**src/rtl/fifo_writer_if.sv**
```systemverilog
// Producer handshake and memory write channel of the FIFO writer.
//   wr_valid/wr_data -> producer offers a word
//   wr_ready         <- writer accepts this cycle
//   mem_we/addr/wdata <- registered write port into the FIFO storage
// master: producer / memory side; slave: the fifo_writer itself.
interface fifo_writer_if #(
    parameter int unsigned DATA_WIDTH = 8,
    parameter int unsigned ADDR_WIDTH = 8
);
    logic                  wr_valid;
    logic [DATA_WIDTH-1:0] wr_data;
    logic                  wr_ready;
    logic                  mem_we;
    logic [ADDR_WIDTH-1:0] mem_addr;
    logic [DATA_WIDTH-1:0] mem_wdata;

    modport master (
        output wr_valid,
        output wr_data,
        input  wr_ready,
        input  mem_we,
        input  mem_addr,
        input  mem_wdata
    );

    modport slave (
        input  wr_valid,
        input  wr_data,
        output wr_ready,
        output mem_we,
        output mem_addr,
        output mem_wdata
    );
endinterface

```
**src/rtl/fifo_writer.sv**
```systemverilog
// Write side of a same-clock FIFO: accepts producer words, writes them into
// storage one cycle later and advances a wrap-bit write pointer.
// Ports:
//   clk, rst      clock, asynchronous active-low reset
//   en            writer enable (IDLE <-> RUN/FULL)
//   clr           synchronous discard: wr_ptr <= rd_ptr, clears overflow
//   bus           handshake + memory write channel (fifo_writer_if.slave)
//   rd_ptr        reader pointer incl. wrap bit
//   wr_ptr        writer pointer incl. wrap bit
//   full, level   combinational occupancy status
//   overflow      sticky: write attempted while not ready in RUN/FULL
module fifo_writer #(
    parameter int unsigned DATA_WIDTH = 8,
    parameter int unsigned ADDR_WIDTH = 8,
    parameter int unsigned MAX_DATA   = 256
) (
    input  logic                  clk,
    input  logic                  rst,
    input  logic                  en,
    input  logic                  clr,
    fifo_writer_if.slave          bus,
    input  logic [ADDR_WIDTH:0]   rd_ptr,
    output logic [ADDR_WIDTH:0]   wr_ptr,
    output logic                  full,
    output logic [ADDR_WIDTH:0]   level,
    output logic                  overflow
);

    localparam int unsigned PTR_W = ADDR_WIDTH + 1;
    localparam logic [ADDR_WIDTH-1:0] LAST_ADDR = ADDR_WIDTH'(MAX_DATA - 1);

    typedef enum logic [1:0] {
        IDLE = 2'd0,
        RUN  = 2'd1,
        FULL = 2'd2
    } state_t;

    state_t                state;
    logic                  mem_we_q;
    logic [ADDR_WIDTH-1:0] mem_addr_q;
    logic [DATA_WIDTH-1:0] mem_wdata_q;
    logic [PTR_W-1:0]      ptr_inc;
    logic                  accept;
    logic                  active;

    // Occupancy: wrap bits differ with equal low bits means full.
    assign full  = (wr_ptr[ADDR_WIDTH] != rd_ptr[ADDR_WIDTH]) &&
                   (wr_ptr[ADDR_WIDTH-1:0] == rd_ptr[ADDR_WIDTH-1:0]);
    assign level = wr_ptr - rd_ptr;

    // Ready looks at the current rd_ptr, so a read in the same cycle as a
    // full condition only frees space for the following cycle.
    assign bus.wr_ready = (state == RUN) && !full && !clr;
    assign accept       = bus.wr_valid && bus.wr_ready;
    assign active       = (state == RUN) || (state == FULL);

    assign bus.mem_we    = mem_we_q;
    assign bus.mem_addr  = mem_addr_q;
    assign bus.mem_wdata = mem_wdata_q;

    // Pointer increment: toggle the wrap bit when the low bits leave the last slot.
    always_comb begin
        ptr_inc = wr_ptr + PTR_W'(1);
        if (wr_ptr[ADDR_WIDTH-1:0] == LAST_ADDR) begin
            ptr_inc = {~wr_ptr[ADDR_WIDTH], {ADDR_WIDTH{1'b0}}};
        end
    end

    // FSM, pointer, memory write port and overflow flag.
    always_ff @(posedge clk or negedge rst) begin
        if (!rst) begin
            state       <= IDLE;
            wr_ptr      <= '0;
            mem_we_q    <= 1'b0;
            mem_addr_q  <= '0;
            mem_wdata_q <= '0;
            overflow    <= 1'b0;
        end else begin
            case (state)
                IDLE:    if (en) state <= RUN;
                RUN: begin
                    if (!en)       state <= IDLE;
                    else if (full) state <= FULL;
                end
                FULL: begin
                    if (!en)        state <= IDLE;
                    else if (!full) state <= RUN;
                end
                default: state <= IDLE;
            endcase

            // clr wins over an accept and also clears the sticky flag.
            if (clr) begin
                wr_ptr   <= rd_ptr;
                mem_we_q <= 1'b0;
                overflow <= 1'b0;
            end else begin
                mem_we_q <= accept;
                if (accept) begin
                    wr_ptr      <= ptr_inc;
                    mem_addr_q  <= wr_ptr[ADDR_WIDTH-1:0];
                    mem_wdata_q <= bus.wr_data;
                end
                if (bus.wr_valid && !bus.wr_ready && active) begin
                    overflow <= 1'b1;
                end
            end
        end
    end

endmodule

```
**src/flat_wrapper.sv**
```systemverilog
// flat-port wrapper written by rule: the top's interface ports become plain ports
module fifo_writer_flat 
#(
    parameter int unsigned DATA_WIDTH = 8,
    parameter int unsigned ADDR_WIDTH = 8,
    parameter int unsigned MAX_DATA   = 256
)
  (clk, rst, en, clr, rd_ptr, wr_ptr, full, level, overflow, bus_wr_valid, bus_wr_data, bus_wr_ready, bus_mem_we, bus_mem_addr, bus_mem_wdata);
  fifo_writer_if #(.DATA_WIDTH(DATA_WIDTH), .ADDR_WIDTH(ADDR_WIDTH)) bus_i ();
  input  logic clk;
  input  logic rst;
  input  logic en;
  input  logic clr;
  input  logic [ADDR_WIDTH:0] rd_ptr;
  output logic [ADDR_WIDTH:0] wr_ptr;
  output logic full;
  output logic [ADDR_WIDTH:0] level;
  output logic overflow;
  input wire logic [$bits(bus_i.wr_valid)-1:0] bus_wr_valid;
  input wire logic [$bits(bus_i.wr_data)-1:0] bus_wr_data;
  output wire logic [$bits(bus_i.wr_ready)-1:0] bus_wr_ready;
  output wire logic [$bits(bus_i.mem_we)-1:0] bus_mem_we;
  output wire logic [$bits(bus_i.mem_addr)-1:0] bus_mem_addr;
  output wire logic [$bits(bus_i.mem_wdata)-1:0] bus_mem_wdata;
  assign bus_i.wr_valid = bus_wr_valid;
  assign bus_i.wr_data = bus_wr_data;
  assign bus_wr_ready = bus_i.wr_ready;
  assign bus_mem_we = bus_i.mem_we;
  assign bus_mem_addr = bus_i.mem_addr;
  assign bus_mem_wdata = bus_i.mem_wdata;
  fifo_writer #(.DATA_WIDTH(DATA_WIDTH), .ADDR_WIDTH(ADDR_WIDTH), .MAX_DATA(MAX_DATA)) u_core (.clk(clk), .rst(rst), .en(en), .clr(clr), .bus(bus_i), .rd_ptr(rd_ptr), .wr_ptr(wr_ptr), .full(full), .level(level), .overflow(overflow));
endmodule
```
**config.mk**
```make
export PLATFORM = sky130hd
export DESIGN_NAME = fifo_writer_flat
export DESIGN_NICKNAME = d
export VERILOG_FILES = /design/src/rtl/fifo_writer_if.sv /design/src/rtl/fifo_writer.sv /design/src/flat_wrapper.sv
export SDC_FILE = /design/constraint.sdc
export NUM_CORES = 1
export LEC_CHECK = 0
export ABC_AREA = 0
export BUFFER_PORTS_ARGS = -buffer_cell sky130_fd_sc_hd__buf_2
export CAP_MARGIN = 20
export CORE_UTILIZATION = 51
export CTS_CLUSTER_SIZE = 8
export DETAILED_ROUTE_END_ITERATION = 10
export HOLD_SLACK_MARGIN = 0.15
export PLACE_DENSITY = 0.8
export SLEW_MARGIN = 20
export SYNTH_ARGS = -nofsm -noshare
export SYNTH_HDL_FRONTEND = slang
export SYNTH_SLANG_ARGS = --single-unit
export TNS_END_PERCENT = 5
```
**constraint.sdc**
```tcl
create_clock -name clk -period 5.1 [get_ports clk]
set_input_delay 1.53 -clock clk [delete_from_list [all_inputs] [get_ports clk]]
set_output_delay 1.53 -clock clk [all_outputs]
set_load 0.02 [all_outputs]
```
==> flow_summary.yaml <==
clock_tree:
  cts_sinks: 29
  clkTransAtPathRegs_ns: 0.06
  cts_tree: "done"
  postCtsSetupBuffers: 0
  numCtsBuffers: 5
  clock_latency_ns: 0.28
  clock_path_buffers: 2
  hold_buffers: 0
  cts_root_buf: "clkbuf_8"
  cts_resized: 0
  h-tree-depth: 2
timing:
  final_max_slew_viol_count: 0
  fmax_mhz: 207
  period_share_pct: 94.8
  hold_violations: 0
  worst_clock_skew_ns: 0.00312
  min_period_ns: 4.83
  finalHoldWorstSlack_ns: 0.501
  finalSetupTns_ns: 0
  rsz0062_at_grt: "no"
  setup_violations: 0
  tightest_slew_ns: 0.941
  max_slew_margin_pct: 37.1
logic_synthesis:
  ys_ff_latch: 29
  ys_async_sr_fraction_pct: 100
  synth_ff_type: "dfrtp_1"
  synth_area_um2: 1900
  syn_nets: 218
  synthDistinctLibCells: 47
  synth_top_area_share_pct: 38.2
  yosys-top-cells-area: "dfrtp_1, ha_1, mux2_4"
  synth_top_family_by_area: "simple AND/OR/NAND/NOR gates"
  synthSimpleGateAreaFrac_pct: 15.2
  ys_warn_count: 0
  synth_compound_area_share_pct: 14.3
  synth-xor-area-share_pct: 5.14
  synth-edff-count: 0
  postSynthCellCount: 182
  synth_adder_area_share_pct: 9.62
  seq_area_frac_synth_pct: 38.2
  avgSynthCellArea_um2: 10.4
  synth_top_cell_by_area: "dfrtp_1"
  yosys-mux-area-fraction_pct: 11.9
die:
  fp.dieW_um: 63.0
  io_pins: 60
  die-area_um2: 3970
  die_h_um: 63.0
  initial_utilization_pct: 55.1
  core-area_um2: 3440
  rows: 21
setup_path:
  crit_type: "in2out"
  cp-start-kind: "input port"
  end_kind: "output port"
  cp.arrival_ns: 3.30
  crit_required_ns: 3.57
  crit_fanout: 3
run:
  cap_violations: 0
hold_path:
  hold_class: "reg2reg"
cells_and_area:
  area_growth_pct: 22.6
  fin_nets: 281
  final_cells: 292
  n_antenna_cell: 0
  final_area_um2: 2330
  fill_cells: 293
  layout-drive-gt1-share_pct: 37.8
placed_design:
  place_area_um2: 2230
  dp_cells: 284
  place_congestion: 0.810
  dp_hpwl_mm: 3.00
  io_buffers: 59
global_routing:
  gr-usage-met2_pct: 35.8
  grt_start_max_net_pins: 30
  track_usage_pct: 22.3
  use_met1_pct: 28.5
  grt_pass1_wl_mm: 6.79
  grt_busiest_layer: "met2"
  overflow: 0
  antenna_found_initial: 0
  met3_usage_pct: 5.47
  grt_pass1_vias: 1474
route:
  viasPerCell: 5.46
  wl_per_cell_um: 14.1
  postRouteAntennaNets: 0
  wl_mm: 4.10
  drc_errors: 0
  drtPass1Iterations: 4
  first_iter_violations: 83
  dr_total_vias: 1593
power:
  leakage_nw: 1.12
  vdd_drop_max_v: 0.000230
  pwr_density_cell_nw_per_um2: 477
outcome:
  status: "finished, final reports clean"
-- routing by layer --
layer,routed length [um],share of wire (%)
met5,0,0
met4,62,1.5
met3,232,5.7
met2,1960,48
met1,1840,45
-- critical path, cell delays in order --
cell and delay, ns:
buf_2 0.11, ha_1 0.22, fa_1 0.41, nor2b_1 0.13, o21ai_1 0.09, a21boi_0 0.26
nor4_1 0.08, a311o_1 0.31, buf_2 0.16
-- sequential cells by signal, summed over array words and instances (netlist names) --
| register | cells |
|---|---|
| u_core.bus.mem_addr | 8 |
| u_core.wr_ptr | 9 |
| u_core.overflow | 1 |
| u_core.state | 2 |
| u_core.bus.mem_we | 1 |
| u_core.bus.mem_wdata | 8 |
-- cell type report --
type / count / area [um2] / area share (%)
timing repair buffer: 61 / 310 / 13.3
clock inverter: 1 / 5.00 / 0.215
clock buffer: 7 / 96.3 / 4.14
sequential: 29 / 726 / 31.2
inverter: 18 / 67.6 / 2.90
tap: 46 / 57.6 / 2.47
multi-input combinational: 130 / 1060 / 45.8
-- cells by family after synthesis --
kind of cell             after synthesis
AND/OR/NAND/NOR                       51
XOR/XNOR                               9
buffers and inverters                 23
adder cells (fa/ha/maj)               14
flip-flops                            29
AO/OA/AOI/OAI                         39
multiplexers                          17
-- final timing paths --
path	slack [ns]	from	cells after the start	to
worst min register to register	0.50	u_core.bus.mem_addr[7]$_DFFE_PN0P_	1	u_core.bus.mem_addr[7]$_DFFE_PN0P_
worst max-delay path	0.27	rd_ptr[0]	9	level[6]
min in group asynchronous	1.26	rst	1	u_core.bus.mem_addr[2]$_DFFE_PN0P_
max in group asynchronous	3.42	rst	1	u_core.bus.mem_wdata[1]$_DFFE_PN0P_
worst min-delay path	0.50	u_core.bus.mem_addr[7]$_DFFE_PN0P_	1	u_core.bus.mem_addr[7]$_DFFE_PN0P_
worst max register to register	2.53	u_core.wr_ptr[0]$_DFFE_PN0P_	6	u_core.bus.mem_addr[6]$_DFFE_PN0P_
-- power by group --
part	leakage [nW]	internal, mW	switching, mW	total, mW
sequential	0.350	0.310	0.0589	0.368
combinational	0.716	0.231	0.307	0.538
clock	0.0542	0.122	0.0829	0.204
-- Yosys cell counts (3+ instances only) --
library cell   n
o21ai_0        8
xnor2_1        7
inv_1         18
a21oi_1       11
dfrtp_1       29
nand4_1        3
ha_1          13
nor2_1         7
nor4_1         3
nand2_1       17
a31oi_1        3
mux2_4         9
mux2_2         8
nor3_1         6
-- stage by stage --
stage	power, mW	worst slack, ns	utilization (%)
after CTS	1.12	0.267	67.6
after global placement	0.896	0.307	64.7
after floorplan	0.743	0.379	-
after global routing	1.18	0.124	67.6
after detailed placement	0.907	0.283	64.7
final	1.11	0.266	67.6
-- placed cells by master (no fill, tap or decap), drive strengths merged, types with 3 or more instances in the layout --
cell | synthesis | layout
buf | 3 | 61
dfrtp | 29 | 29
inv | 18 | 18
nand2 | 17 | 17
mux2 | 17 | 17
ha | 13 | 13
a21oi | 11 | 11
o21ai | 9 | 9
xnor2 | 8 | 8
nor3 | 8 | 8
nor2 | 7 | 7
clkbuf | 2 | 7
nand4 | 4 | 4
nor4 | 3 | 3
a31oi | 3 | 3
No activity file was read; power rests on OpenSTA's default activity.
